File: src/rtl/rf_pkg.sv
// Purpose: shared constants and strobe type for the 32x16 register file.
// Latency: n/a (types and constants only).
// Backpressure: n/a.
package rf_pkg;

  localparam int DATA_W   = 16;
  localparam int ADDR_W   = 5;
  localparam int NUM_REGS = 32;

  localparam logic [ADDR_W-1:0] REG_ZERO = 5'd0;

  // One bit per architectural register, bit i selects register i.
  typedef logic [NUM_REGS-1:0] strobe_t;

  // Register 0 is hardwired: it never takes a write or a pending mark.
  function automatic logic is_zero_reg(input logic [ADDR_W-1:0] addr);
    return addr == REG_ZERO;
  endfunction

endpackage

File: src/rtl/dec5to32.sv
// Purpose: 5-to-32 one-hot decoder with enable (write and issue strobes).
// Latency: combinational, 0 cycles.
// Backpressure: none; output follows inputs every cycle.
module dec5to32
  import rf_pkg::*;
(
  input  logic              en,
  input  logic [ADDR_W-1:0] addr,
  output strobe_t           onehot
);

  // Drive exactly one strobe bit when enabled, none otherwise.
  always_comb begin
    onehot = '0;
    if (en) begin
      onehot[addr] = 1'b1;
    end
  end

endmodule

File: src/rtl/reg_file_32x16.sv
// Purpose: 32x16 register file, two combinational read ports, pending-write scoreboard.
// Latency: write and scoreboard update 1 edge; reads 0 cycles (optional same-cycle bypass).
// Backpressure: none; a write or issue is accepted every cycle.
module reg_file_32x16 #(
  parameter int DATA_W = 16,
  parameter int ADDR_W = 5,
  parameter int BYPASS = 1
) (
  input  logic              clk,
  input  logic              rst_n,
  input  logic              wr_en,
  input  logic [ADDR_W-1:0] wr_addr,
  input  logic [DATA_W-1:0] wr_data,
  input  logic              iss_en,
  input  logic [ADDR_W-1:0] iss_addr,
  input  logic [ADDR_W-1:0] rd_addr1,
  input  logic [ADDR_W-1:0] rd_addr2,
  output logic [DATA_W-1:0] rd_data1,
  output logic [DATA_W-1:0] rd_data2,
  output logic              rd_busy1,
  output logic              rd_busy2
);

  import rf_pkg::*;

  localparam logic BYP_ON = (BYPASS != 0);

  logic              wr_act;
  logic              iss_act;
  strobe_t           wr_stb;
  strobe_t           iss_stb;
  strobe_t           pend;
  logic [DATA_W-1:0] regs [NUM_REGS];
  logic              byp1;
  logic              byp2;
  logic              wr_done1;
  logic              wr_done2;

  // Address 0 is filtered before decoding so r0 never gets a strobe.
  assign wr_act  = wr_en  && !is_zero_reg(wr_addr);
  assign iss_act = iss_en && !is_zero_reg(iss_addr);

  dec5to32 u_wr_dec (
    .en     (wr_act),
    .addr   (wr_addr),
    .onehot (wr_stb)
  );

  dec5to32 u_iss_dec (
    .en     (iss_act),
    .addr   (iss_addr),
    .onehot (iss_stb)
  );

  // Storage and scoreboard: clear on write-back, then set on issue so a
  // newer producer of the same register keeps it pending.
  always_ff @(posedge clk or negedge rst_n) begin
    if (!rst_n) begin
      for (int i = 0; i < NUM_REGS; i++) begin
        regs[i] <= '0;
      end
      pend <= '0;
    end else begin
      for (int i = 1; i < NUM_REGS; i++) begin
        if (wr_stb[i]) begin
          regs[i] <= wr_data;
        end
      end
      pend <= (pend & ~wr_stb) | iss_stb;
    end
  end

  // Forward the write-back value only outside reset so outputs read 0 in reset.
  assign byp1 = BYP_ON && rst_n && wr_stb[rd_addr1];
  assign byp2 = BYP_ON && rst_n && wr_stb[rd_addr2];

  assign rd_data1 = byp1 ? wr_data : regs[rd_addr1];
  assign rd_data2 = byp2 ? wr_data : regs[rd_addr2];

  // A completing write hides the pending bit, unless the same register is
  // being re-issued this cycle.
  assign wr_done1 = BYP_ON && wr_stb[rd_addr1] && !iss_stb[rd_addr1];
  assign wr_done2 = BYP_ON && wr_stb[rd_addr2] && !iss_stb[rd_addr2];

  assign rd_busy1 = pend[rd_addr1] && !wr_done1;
  assign rd_busy2 = pend[rd_addr2] && !wr_done2;

endmodule

File: config.mk
export PLATFORM = sky130hd
export DESIGN_NAME = reg_file_32x16
export DESIGN_NICKNAME = d
export VERILOG_FILES = /design/src/rtl/rf_pkg.sv /design/src/rtl/dec5to32.sv /design/src/rtl/reg_file_32x16.sv
export SDC_FILE = /design/constraint.sdc
export NUM_CORES = 1
export LEC_CHECK = 0
export ABC_CLOCK_PERIOD_IN_PS = 6030
export CAP_MARGIN = 20
export CORE_MARGIN = 4
export CORE_UTILIZATION = 25
export CTS_BUF_LIST = sky130_fd_sc_hd__clkbuf_4 sky130_fd_sc_hd__clkbuf_8
export CTS_CLUSTER_DIAMETER = 40
export DETAILED_ROUTE_END_ITERATION = 7
export PLACE_DENSITY = 0.48
export SYNTH_ARGS = -nofsm -noshare
export SYNTH_HDL_FRONTEND = slang
export SYNTH_HIERARCHICAL = 1
export SYNTH_SLANG_ARGS = --single-unit
File: constraint.sdc
create_clock -name clk -period 6.03 [get_ports clk]
set_input_delay 1.206 -clock clk [delete_from_list [all_inputs] [get_ports clk]]
set_output_delay 1.206 -clock clk [all_outputs]
set_load 0.01 [all_outputs]
==> impl_metrics.json <==
{
  "status": "completed",
  "synth_top_cells_by_area": "dfrtp_1 (43%), mux2_2 (20%), mux4_2 (13%)",
  "hold_viol": 0,
  "cp_max_fo": 8,
  "vdd_drop_max_uv": 173.6,
  "synth-edff-count": 0,
  "endpoint_kind": "primary output",
  "synth_flop_cell": "dfrtp_1",
  "highest_layer": "met5",
  "rrSetupSlack_ns": 5.22,
  "grt_pass1_vias": 23728,
  "htreeDepth": 3,
  "core_area_um2": 121600,
  "die_area_um2": 127900,
  "syn_inst": 2344,
  "drt-pass1-iter-count": 6,
  "fin_cells": 4188,
  "crit_slowest_cell": "mux4_2",
  "place_area_um2": 34010,
  "layout-drive-gt1-share_pct": 47.42,
  "min_period_ns": 5.938,
  "start_kind": "primary input",
  "dp.cells": 3982,
  "routed_via_density": 5.320,
  "maxSlewHeadroom_pct": 21.16,
  "crit_start": "wr_addr[2]",
  "holdBufCountCts": 0,
  "antenna_found_initial": 4,
  "track_usage_pct": 18.32,
  "cts_tree": "yes",
  "synth_top_area_share_pct": 43.23,
  "cellPowerDensity_nw_per_um2": 319.0,
  "grt_max_degree": 184,
  "route.met2.wl_um": 53290,
  "maxCapViolCount": 0,
  "synth_top_area_cell": "dfrtp_1",
  "total_power_mw": 11.72,
  "fmax_ghz": 0.1684,
  "tns_ns": 0,
  "multi_input_area_um2": 16330,
  "final_nets": 2514,
  "setup_viol": 0,
  "r2r_cells": 1,
  "worst_pin_slew_ns": 1.183,
  "clk_path_buf_depth": 3,
  "yosysWarningCount": 38,
  "whs_ns": 0.3869,
  "reg2reg_to": "regs[14]",
  "final_area_um2": 36730,
  "totalWireLength_um": 118800,
  "syn-num-nets": 2384,
  "io_buffers": 73,
  "cts_buffers": 108,
  "crit_type": "primary input to primary output",
  "fill_cells": 12191,
  "finalMaxSlewViolations": 0,
  "synth.avg_cell_area_um2": 13.04,
  "wl_met3_um": 8906,
  "clock-sinks": 528,
  "cts_root_buf": "clkbuf_8",
  "wl_per_cell_um": 28.36,
  "grt_pass1_wl_um": 172200,
  "vias": 22282,
  "hp-class": "primary input to asynchronous set/reset pin",
  "reg2reg_from": "regs[14]",
  "ff_latch_area_um2": 13210,
  "fp-row-count": 128,
  "synth.cell_area_um2": 30560,
  "synth.most_common_cell": "mux2_2",
  "cp.required_ns": 4.82,
  "insertion_delay_ns": 0.71,
  "skew_ns": 0,
  "die_w_um": 357.7,
  "ys_seq_area_share_pct": 43.23,
  "postRouteAntennaNets": 0,
  "synthArstFlopShare_pct": 100.0,
  "wl_met1_um": 52150,
  "overflow": 0,
  "hpwl_um": 78260,
  "rsz0062_at_grt": "false",
  "crit_arrival_ns": 4.73,
  "die_h_um": 357.7,
  "p_leak_nw": 15.68,
  "worstPathCellList": "clkbuf_2, or4_1, o21a_1, buf_12, or4b_4, nor2_4, mux4_2, mux4_2, a22o_4, buf_12, buf_12, o41ai_4, buf_2",
  "clkSlewWorstSetupHoldPaths_ns": 0.05,
  "drtIter0Drc": 1797,
  "route.detailed.drc": 0,
  "gp_congestion": 0.8427,
  "min_period_over_period_pct": 98.47,
  "cp_common_cell": "buf_12",
  "synth_cell_types": 49,
  "yosys_register_bits": 528,
  "synthTopCellsByCount": "mux2_2 (544), dfrtp_1 (528), mux2i_1 (192)",
  "initial_utilization_pct": 25.14,
  "area_growth_pct": 20.18,
  "io_pins": 74,
  "worst_path_largest_cell_delay_ns": 0.52
}
==> power by group <==
| group | internal (mW) | switching (mW) | total, mW | leakage (nW) |
|---|---|---|---|---|
| Sequential | 4.25 | 0.523 | 4.78 | 6.75 |
| Clock | 2.79 | 1.69 | 4.48 | 1.35 |
| Combinational | 1.35 | 1.11 | 2.46 | 7.58 |
| Total | 8.40 | 3.32 | 11.7 | 15.7 |
==> per-layer routing <==
metal	up-vias	GRT usage, %
li1	9218	-
met1	11927	25.22
met2	919	28.26
met3	214	4.282
met4	4	6.460
met5	-	0
==> state kept, by name, indices dropped and copies added, names as in the netlist <==
signal / flops
pend: 32
regs: 496
==> per-stage QoR <==
| stage | util, % | setup WS, ns |
|---|---|---|
| 2_1_floorplan | - | 0.5588 |
| 4_1_cts | 30.24 | -0.01881 |
| 3_5_place_dp | 27.98 | -0.7397 |
| 6_report | 30.22 | 0.09214 |
| 5_1_grt | 30.22 | 0.03487 |
| 3_3_place_gp | 27.98 | -0.6940 |
==> cell type report <==
type / instances / area share (%)
multi-input combinational: 1524 / 44.45
sequential: 528 / 35.97
timing repair buffer: 270 / 6.516
tap: 1625 / 5.535
clock buffer: 163 / 5.528
clock inverter: 35 / 1.567
inverter: 42 / 0.4292
antenna: 1 / 0.006813
==> worst max-delay path by stage <==
stage	end	slack (ns)	cells after the start
6_report	rd_data2[2]	0.09	13
3_3_place_gp	rd_data2[2]	-0.69	13
5_1_grt	rd_data2[2]	0.03	13
2_1_floorplan	rd_data2[0]	0.56	10
3_5_place_dp	rd_data2[2]	-0.74	13
4_1_cts	rd_data2[4]	-0.02	13
==> placed cells by master, fill, tap and decap left out, types with 37 or more instances in the layout <==
cell type / netlist / final
buf_4: 19 / 174
dfrtp_1: 528 / 528
mux2_2: 544 / 544
mux2i_1: 192 / 191
a21oi_1: 38 / 38
a21o_1: 37 / 37
mux4_2: 175 / 175
mux2_1: 37 / 37
inv_1: 42 / 41
o221ai_1: 42 / 42
o21ai_0: 39 / 39
nor2_1: 105 / 72
clkbuf_8: 0 / 129
==> critical path, delay by kind of cell <==
family / cells / cell delay (ns)
AO/OA/AOI/OAI: 3 / 0.88
multiplexers: 2 / 1.02
AND/OR/NAND/NOR: 3 / 0.84
buffers and inverters: 5 / 0.75
==> cell families after synthesis <==
kind of cell / synth area share, %
and+or+nand+nor: 4.196
muxes: 40.59
DFF: 43.23
AOI/OAI and AO/OA: 7.938
buffers and inverters: 4.049
==> repair_timing <==
action                     in CTS  in global routing
gates cloned                    1                  0
pin swaps                       8                  8
setup endpoints to repair      33                 27
resized for setup              90                 39
buffers inserted                6                  2
Note: power is estimated with default switching activity, not from simulation.
